===== src/rtl/arith_pkg.sv =====
// Types and constants shared by the arithmetic unit (parallel adder, serial subtractor).
package arith_pkg;

  localparam int ARITH_W = 4;

  typedef enum logic [1:0] {
    IDLE = 2'd0,
    RUN  = 2'd1,
    DONE = 2'd2
  } state_e;

endpackage


===== src/rtl/sub_bit_cell.sv =====
// Combinational 1-bit full subtractor: d = x - y - bi, bo = borrow out.
module sub_bit_cell (
  input  logic x,
  input  logic y,
  input  logic bi,
  output logic d,
  output logic bo
);

  assign d  = x ^ y ^ bi;
  assign bo = (~x & y) | (~(x ^ y) & bi);

endmodule


===== src/rtl/serial_subtractor.sv =====
// Bit-serial LSB-first subtractor: DIFF = A - B - Bin over WIDTH clocks with a start/busy/done handshake.
module serial_subtractor
  import arith_pkg::*;
#(
  parameter  int WIDTH = ARITH_W,
  localparam int CNT_W = $clog2(WIDTH + 1)
) (
  input  logic             clk,
  input  logic             rst,
  input  logic             start,
  input  logic [WIDTH-1:0] a,
  input  logic [WIDTH-1:0] b,
  input  logic             bin,
  output logic             busy,
  output logic             done,
  output logic [WIDTH-1:0] diff,
  output logic             bout,
  output logic             ovf
);

  state_e             state_q, state_d;
  logic [WIDTH-1:0]   sa_q, sa_d;
  logic [WIDTH-1:0]   sb_q, sb_d;
  logic [WIDTH-1:0]   res_q, res_d;
  logic [WIDTH-1:0]   diff_q, diff_d;
  logic [CNT_W-1:0]   cnt_q, cnt_d;
  logic               borrow_q, borrow_d;
  logic               a_msb_q, a_msb_d;
  logic               b_msb_q, b_msb_d;
  logic               bout_q, bout_d;
  logic               ovf_q, ovf_d;

  logic               cell_d;
  logic               cell_bo;
  logic               load;
  logic [WIDTH-1:0]   res_next;

  sub_bit_cell u_cell (
    .x  (sa_q[0]),
    .y  (sb_q[0]),
    .bi (borrow_q),
    .d  (cell_d),
    .bo (cell_bo)
  );

  // A new operation may be accepted from IDLE or, back-to-back, from DONE.
  assign load     = start && (state_q == IDLE || state_q == DONE);
  assign res_next = {cell_d, res_q[WIDTH-1:1]};

  always_comb begin
    // NOTE: every signal gets a default first so no path through the case leaves it unassigned (no latch).
    state_d  = state_q;
    sa_d     = sa_q;
    sb_d     = sb_q;
    res_d    = res_q;
    diff_d   = diff_q;
    cnt_d    = cnt_q;
    borrow_d = borrow_q;
    a_msb_d  = a_msb_q;
    b_msb_d  = b_msb_q;
    bout_d   = bout_q;
    ovf_d    = ovf_q;

    case (state_q)
      IDLE: ;
      RUN: begin
        sa_d     = {1'b0, sa_q[WIDTH-1:1]};
        sb_d     = {1'b0, sb_q[WIDTH-1:1]};
        borrow_d = cell_bo;
        res_d    = res_next;
        cnt_d    = cnt_q + CNT_W'(1);
        if (cnt_q == CNT_W'(WIDTH - 1)) begin
          state_d = DONE;
          diff_d  = res_next;
          bout_d  = cell_bo;
          // The last bit produced is the result MSB.
          ovf_d   = (a_msb_q != b_msb_q) && (cell_d != a_msb_q);
        end
      end
      DONE:    state_d = IDLE;
      default: state_d = IDLE;
    endcase

    if (load) begin
      state_d  = RUN;
      sa_d     = a;
      sb_d     = b;
      borrow_d = bin;
      a_msb_d  = a[WIDTH-1];
      b_msb_d  = b[WIDTH-1];
      cnt_d    = '0;
    end
  end

  // NOTE: state uses non-blocking assignments so every flop samples pre-edge values.
  always_ff @(posedge clk or posedge rst) begin
    if (rst) begin
      state_q  <= IDLE;
      sa_q     <= '0;
      sb_q     <= '0;
      res_q    <= '0;
      diff_q   <= '0;
      cnt_q    <= '0;
      borrow_q <= 1'b0;
      a_msb_q  <= 1'b0;
      b_msb_q  <= 1'b0;
      bout_q   <= 1'b0;
      ovf_q    <= 1'b0;
    end else begin
      state_q  <= state_d;
      sa_q     <= sa_d;
      sb_q     <= sb_d;
      res_q    <= res_d;
      diff_q   <= diff_d;
      cnt_q    <= cnt_d;
      borrow_q <= borrow_d;
      a_msb_q  <= a_msb_d;
      b_msb_q  <= b_msb_d;
      bout_q   <= bout_d;
      ovf_q    <= ovf_d;
    end
  end

  assign busy = (state_q == RUN);
  assign done = (state_q == DONE);
  assign diff = diff_q;
  assign bout = bout_q;
  assign ovf  = ovf_q;

endmodule


===== config.mk =====
export PLATFORM = sky130hd
export DESIGN_NAME = serial_subtractor
export DESIGN_NICKNAME = d
export VERILOG_FILES = /design/src/rtl/arith_pkg.sv /design/src/rtl/sub_bit_cell.sv /design/src/rtl/serial_subtractor.sv
export SDC_FILE = /design/constraint.sdc
export NUM_CORES = 1
export LEC_CHECK = 0
export ABC_CLOCK_PERIOD_IN_PS = 1800
export CELL_PAD_IN_SITES_DETAIL_PLACEMENT = 1
export CELL_PAD_IN_SITES_GLOBAL_PLACEMENT = 1
export CORE_MARGIN = 2
export CORE_UTILIZATION = 40
export DETAILED_ROUTE_END_ITERATION = 8
export GPL_TIMING_DRIVEN = 0
export PLACE_DENSITY = 0.81
export SETUP_SLACK_MARGIN = 0.5
export SYNTH_ARGS = -nofsm -noshare
export SYNTH_HDL_FRONTEND = slang
export SYNTH_HIERARCHICAL = 1
export SYNTH_SLANG_ARGS = --single-unit

===== constraint.sdc =====
create_clock -name clk -period 1.8 [get_ports clk]
set_clock_uncertainty 0.05 [all_clocks]
set_input_delay 0.18 -clock clk [delete_from_list [all_inputs] [get_ports clk]]
set_output_delay 0.18 -clock clk [all_outputs]
set_load 0.005 [all_outputs]

; After elaboration in Yosys (flattened, before gate mapping)
; Cells that the tools add are included.
[word_totals]
wordCells = 44
reg_bits = 26
output_inout_bits = 8
[classes]
bitwise = 7
muxes = 11
n_reduce_logical = 7
n_eq_ne = 7
addsub = 1
[ops]
columns = cell, n
row1 = 2-to-1 mux 4 bit, 4
row2 = 2-to-1 mux 3 bit, 2
row3 = 2-to-1 mux 2 bit, 2
row4 = case mux 2 bit (2 select lines), 1
row5 = AND reduction 2 bit, 2
row6 = "adder 3 x 1 -> 3 bit, second input constant", 1
row7 = "equality test 3 x 2 -> 1 bit, second input constant", 1
row8 = "!= test 3 x 1 -> 1 bit, second input constant", 1
row9 = AND 1 bit, 2
row10 = "equality test 2 x 1 -> 1 bit, second input constant", 1
row11 = "equality test 2 bit, second input constant", 1
row12 = logical AND 1 bit, 2
row13 = logical NOT 2 bit, 1
row14 = 2-to-1 mux 1 bit, 2
row15 = != test 1 bit, 2
row16 = "!= test 2 bit, second input constant", 1
row17 = inverter 1 bit, 2
row18 = nonzero test 2 bit, 1
row19 = XOR 1 bit, 2
row20 = logical OR 1 bit, 1
row21 = bitwise OR 1 bit, 1

; Longest topological paths before layout
; Gate-level depths: netlist (run 1).
[depth]
word_depth = 6
depth_mapped = 5
ltp_nobuf = 5

; Modules after synthesis
; The synthesis (run 1) kept the hierarchy.
[by_module_without_submodules]
columns = module, cells_each, n_inst, seq_area_each_um2, area_each_um2
row1 = serial_subtractor, 80, 1, 625.6, 1031.0
row2 = sub_bit_cell, 4, 1, 0.0, 31.3

; Worst setup path before layout (run 1)
; OpenSTA, ideal clock, no wires.
[synth_path]
path_type = register -> register
from = register cnt_q[0]
to = register bout_q (netlist: bout)
path_slack_ns = 0.308
path_stages_with_launch = 5
required_ns = 1.625
arrival_time_ns = 1.317
setup_time_ns = 0.125
cell_sequence = dfrtp_1 -> ha_1 -> ha_1 -> nand3b_1 -> mux2_2
[synth_between]
elab_chain_len = 2
[synth_rtl]
columns = element, line_no
row1 = from (decl), serial_subtractor.sv:26  ; logic [CNT_W-1:0] cnt_q, cnt_d;
row2 = from (signal assigned), serial_subtractor.sv:115  ; cnt_q <= cnt_d;
row3 = equality test 3 x 2 -> 1 bit, serial_subtractor.sv:72  ; if (cnt_q == CNT_W'(WIDTH - 1)) begin
row4 = AND reduction 2 bit (no line), --
row5 = to (signal assigned), serial_subtractor.sv:119  ; bout_q <= bout_d;
row6 = to (decl), serial_subtractor.sv:30  ; logic bout_q, bout_d;
; No other way between the ends.
; A chain may end at the register's enable or synchronous reset.

; Final worst setup path (run 1)
[layout_path]
from = register borrow_q
to = register diff_q[3] (netlist: diff[3])
[layout_between]
elab_chain_len = 1
[layout_rtl]
columns = element, line_no
row1 = from (decl), serial_subtractor.sv:27  ; logic borrow_q, borrow_d;
row2 = from (signal assigned), serial_subtractor.sv:116  ; borrow_q <= borrow_d;
row3 = XOR 1 bit, sub_bit_cell.sv:10  ; assign d = x ^ y ^ bi;
row4 = net cell_d, serial_subtractor.sv:33  ; logic cell_d;
row5 = to (signal assigned), serial_subtractor.sv:114  ; diff_q <= diff_d;
row6 = to (decl), serial_subtractor.sv:25  ; logic [WIDTH-1:0] diff_q, diff_d;
; The timed path passes the listed nets, and every way through them passes these cells.

==> results of run 1 <==
[kinds of logic (layout without fill, tap and decap cells)]
group,Yosys count,count (layout)
buffers and inverters,10,55
and+or+nand+nor,17,17
muxes,8,8
DFF,25,25
adders and majority gates,3,3
AOI/OAI and AO/OA,21,21
[final cells by class]
type                            count  area [sq um]
Buffer                              3          33.8
Clock buffer                        3          22.5
Clock inverter                      1          5.00
Fill cell                         259           921
Inverter                            7          26.3
Multi-Input combinational cell     49           452
Sequential cell                    25           627
Tap cell                           30          37.5
Timing Repair Buffer               41           375
[power by group through the flow]
| stage | clock (mW) | sequential [mW] | combinational, mW |
|---|---|---|---|
| floorplan | 0 | 0.965 | 0.787 |
| global placement | 0 | 0.985 | 1.08 |
| detailed placement | 0 | 1.00 | 1.14 |
| CTS | 0.261 | 0.989 | 1.46 |
| global route | 0.294 | 1.04 | 1.83 |
| finish | 0.253 | 1.01 | 1.70 |
[placed cells by master (no fill, tap or decap), drive strengths merged, types with 2 or more instances in the layout]
| master | netlist | routed |
|---|---|---|
| buf | 3 | 27 |
| dfrtp | 25 | 25 |
| clkdlybuf4s50 | 0 | 11 |
| a22o | 10 | 10 |
| nand2 | 10 | 10 |
| mux2 | 8 | 8 |
| a21o | 7 | 7 |
| inv | 7 | 7 |
| dlygate4sd2 | 0 | 6 |
| clkbuf | 0 | 3 |
| nor2b | 2 | 2 |
| nor2 | 2 | 2 |
| ha | 2 | 2 |
[worst paths after layout]
| path | startpoint | to |
|---|---|---|
| hold / removal | rst | diff[3] |
| setup / recovery | borrow_q | diff[3] |
| hold reg to reg | res_q[1] | res_q[1] |
| min in group clk | b[3] | b_msb_q |
| setup reg to reg | borrow_q | diff[3] |
| max in group asynchronous | rst | state_q[0] |
[layer usage]
metal  vias up  GRT usage (%)  wire length [um]
li1        379              -                 -
met1       410           20.8              1180
met2        20           32.0              1460
met3         4           5.15                98
met4         0           7.32                33
met5         -              0                 0
[flip-flops by register name, indices dropped and copies added (netlist names)]
name	cells
borrow_q	1
ovf	1
b_msb_q	1
diff	4
bout	1
a_msb_q	1
state_q	2
cnt_q	3
sb_q	4
sa_q	4
res_q	3
[timing repair]
action	CTS	global route
buffers inserted	16	5
hold buffers	0	0
endpoints found under the setup margin	27	23
pin swaps	5	4
gates cloned	1	0
resized for setup	30	9
==> results.cfg, run 1 <==
[setup_path]
cp_max_fo = 3
rr_worst_depth = 4
cpLargestDelayFamily = adder cells
required_ps = 1980
worstSetupPathType = register to register
cp-start-kind = register
cp-end-kind = register
path_buf_inv = 2
cpPeakStageDelay_ps = 440
crit_path_cell_trace = inv_2 -> fa_2 -> buf_4 -> mux2_4
cp.depth = 4
slowest_stage = fa_2
rrSetupSlack_ps = 310
worstPathArrival_ps = 1670

[place]
dpl_cell_area_sq_um = 1320
dpl_worst_slack_ps = 143
dpl.cell_count = 133
place_congestion = 0.689
numPortBuffers = 19
dp_hpwl_um = 1480

[timing]
rsz0062_at_grt = true
finalHoldViolCount = 0
period_share_pct = 82.7
finalMaxSlewViolations = 0
tightest_slew_ps = 957
setup_slack_ps = 311
min_period_ps = 1490
slew_headroom_pct = 36.2
setup_viol = 0
setup_tns_ps = 0
fmax_mhz = 672
whs_ps = 303

[detailed_routing]
viasPerCell = 5.11
drt-pass1-iter-count = 4
post-route-drc-count = 0
drt_iter0_drc = 7
antenna_left = 0
vias = 813
wl_per_cell_um = 17.4
routed_wl_um = 2770

[clock_tree]
ctsRootBufferMaster = clkbuf_4
clkTransAtPathRegs_ps = 130
cts_num_sinks = 25
tritoncts = done
cts_buffer_depth = 2
numCtsBuffers = 3
insertion_delay_ps = 320
htreeDepth = 1

[finish]
instances_no_fill = 159
layout-drive-gt1-share_pct = 38.8
post-route-util_pct = 63.2
area_growth_pct = 48.6
layout.nets = 145
diodes = 0
final_cell_area_sq_um = 1580

[pwr]
finalPower_mw = 2.97
power.net_switching_mw = 1.04
pwr-share-clk_pct = 8.5
internal_power_mw = 1.93
total_leakage_power_nw = 0.832
p_sw_share_pct = 34.9
ir_drop_mv = 1.23
seq_power_share_pct = 34.1
pwr_density_cell_nw_per_um2 = 1880
combPwrFrac_pct = 57.4

[floorplanning]
io_pins = 20
die_area_sq_um = 3080
die_h_um = 55.5
initial_core_util_pct = 42.5
die_w_um = 55.5
coreArea_sq_um = 2500
num_rows = 18

[synthesis]
ys_seq_elements = 25
synth.most_common_cell = dfrtp_1
yosysUniqueCellTypes = 22
syn_avg_cell_area_sq_um = 12.6
synth_seq_area_share_pct = 58.9
synth_compound_area_share_pct = 15.7
yosys.area.top_type = dfrtp_1
synth_cells = 84
ys_top_cells_by_area = dfrtp_1 (59%), mux2_2 (8.5%), a22o_1 (8.2%)
synth_edf_count = 0
ys_warn_count = 6
ys_top_cells_by_count = dfrtp_1 (25), a22o_1 (10), nand2_1 (10)
synth_area_sq_um = 1060
synthFlopType = dfrtp_1
synth_top_family_by_area = compound AO/OA/AOI/OAI gates
synthAdderAreaFrac_pct = 4.24
yosys.area_share.simple_pct = 8.01
syn_nets = 99
synth_mux_area_share_pct = 8.48
netlist.area_leader.share_pct = 58.9
async_reset_ff_share_pct = 100
synth_xor_area_share_pct = 0

[status]
status = complete, no violations

[global_route]
grt_pass1_vias = 883
overflow = 0
grt_antenna_before_repair = 0
grt_max_degree = 26
grtUsageTotal_pct = 18.3
grt_pass1_wl_um = 4260

[hold_path]
hp-class = input port to asynchronous set/reset pin

[job]
cap_viol_max_count = 0
Note: power is estimated with default switching activity, not from simulation.
==> run 2, diff against run 1 <==
ABC_CLOCK_PERIOD_IN_PS = 1400   (was 1800)
clock period = 1.4 ns   (was 1.8 ns; I/O delays follow)
==> results.cfg, run 2 (synthesis results as in run 1) <==
[timing]
slew_headroom_pct = 63.6
rsz0062_at_grt = true
tightest_slew_ps = 545
finalHoldViolCount = 0
min_period_ps = 1560
setup_slack_ps = -161
fmax_mhz = 641
period_share_pct = 111
finalMaxSlewViolations = 0
setup_viol = 7

[status]
status = finished with violations
violations = negative setup slack

[floorplanning]
coreArea_sq_um = 2500
die_area_sq_um = 3080
num_rows = 18
die_w_um = 55.5
die_h_um = 55.5
io_pins = 20
initial_core_util_pct = 42.5

[finish]
layout-drive-gt1-share_pct = 52.6
diodes = 0
layout.nets = 153
area_growth_pct = 60.1
n_fill_cell = 248
final_cell_area_sq_um = 1700
final_cell_mix = dfrtp_1 (24), buf_4 (18), buf_6 (12)
layout_commonest_cell = dfrtp_1

[global_route]
grt_pass1_wl_um = 4850
grtUsageTotal_pct = 20.5
grt_max_degree = 26
grt_pass1_vias = 996
overflow = 0
grt_antenna_before_repair = 0

[detailed_routing]
drt_iter0_drc = 16
drt-pass1-iter-count = 4
antenna_left = 0
routed_wl_um = 3410
post-route-drc-count = 0
vias = 868
wl_per_cell_um = 20.4
viasPerCell = 5.20

[clock_tree]
insertion_delay_ps = 320
cts_buffer_depth = 2
clkTransAtPathRegs_ps = 140
cts_num_sinks = 25
tritoncts = done
ctsRootBufferMaster = clkbuf_4
numCtsBuffers = 3
htreeDepth = 1

[hold_path]
hp-class = input port to asynchronous set/reset pin

[setup_path]
cp-start-kind = register
required_ps = 1560
cp_max_fo = 4
cp-end-kind = register
worstPathArrival_ps = 1720
worstSetupPathType = register to register

[place]
dpl_cell_area_sq_um = 1370
dp_hpwl_um = 1650
place_congestion = 0.696
numPortBuffers = 19

[pwr]
total_leakage_power_nw = 0.882
ir_drop_mv = 1.46
pwr_density_cell_nw_per_um2 = 2520
finalPower_mw = 4.29

[job]
cap_viol_max_count = 0
[run 2: cell count changes in the layout (fill, tap and decap cells not counted), moves of 2 or more]
| cell | previous run | this run |
|---|---|---|
| buf_12 | 0 | 2 |
| buf_2 | 2 | 7 |
| buf_4 | 13 | 18 |
| dlygate4sd2_1 | 6 | 0 |
| inv_1 | 4 | 2 |
| nand2_1 | 10 | 6 |
| nand2_2 | 0 | 3 |
[run 2: what timing repair did]
action,4_1_cts,5_1_grt
setup buffers,21,8
cloned,1,0
pin swaps,8,9
hold buffers,0,0
setup endpoints to repair,58,33
resized for setup,52,9
[run 2: final timing paths]
| kind | start | endpoint | slack (ps) | cells past startpoint |
|---|---|---|---|---|
| max | cnt_q[1] | bout | -160 | 5 |
| min | rst | res_q[3] | 150 | 2 |
| max reg2reg | cnt_q[1] | bout | -160 | 5 |
| min reg2reg | sb_q[1] | sb_q[1] | 460 | 1 |
| max in group asynchronous | rst | state_q[0] | 810 | 2 |
| min in group clk | a[3] | sa_q[3] | 430 | 2 |
[run 2: where the power goes]
part,internal [mW],switching (mW),leakage [nW],total [mW]
clock network,0.107,0.222,0.0177,0.329
registers,1.06,0.273,0.309,1.34
logic,1.55,1.07,0.555,2.62
total,2.72,1.57,0.882,4.29
[run 2: area by class of cell]
cell class	count	area [sq um]	area share, %
buffer	3	37.5	2.21
clock buffer	3	22.5	1.32
clock inverter	1	5.00	0.294
inverter	7	35.0	2.06
multi-input combinational	49	488	28.7
sequential	25	627	36.9
tap	30	37.5	2.21
timing repair buffer	49	448	26.3
[run 2: critical path, stage by stage, from the launching register on]
cell      delay (ps)
dfrtp_1          410
ha_2             200
ha_4             170
nand3b_1         170
buf_6            150
mux2_4           300
[run 2: per-stage QoR]
step / hold WS [ps] / cells / setup TNS (ps) / utilization, % / worst slack (ps)
floorplan: 117 / 84 / -438 / - / -86.3
global placement: 409 / 133 / -1250 / 54.8 / -185
detailed placement: 421 / 133 / -1850 / 54.8 / -229
CTS: 172 / 159 / -378 / 64.2 / -72.8
global route: 176 / 167 / -1260 / 68.0 / -199
finish: 148 / 167 / -857 / 68.0 / -161
[run 2: layer usage]
metal,track usage (%),up-vias,share of wire [%]
met5,0,-,0
met4,6.27,0,1.2
met3,2.34,4,2.4
met2,38.8,24,55
met1,23.9,443,42
li1,-,397,-
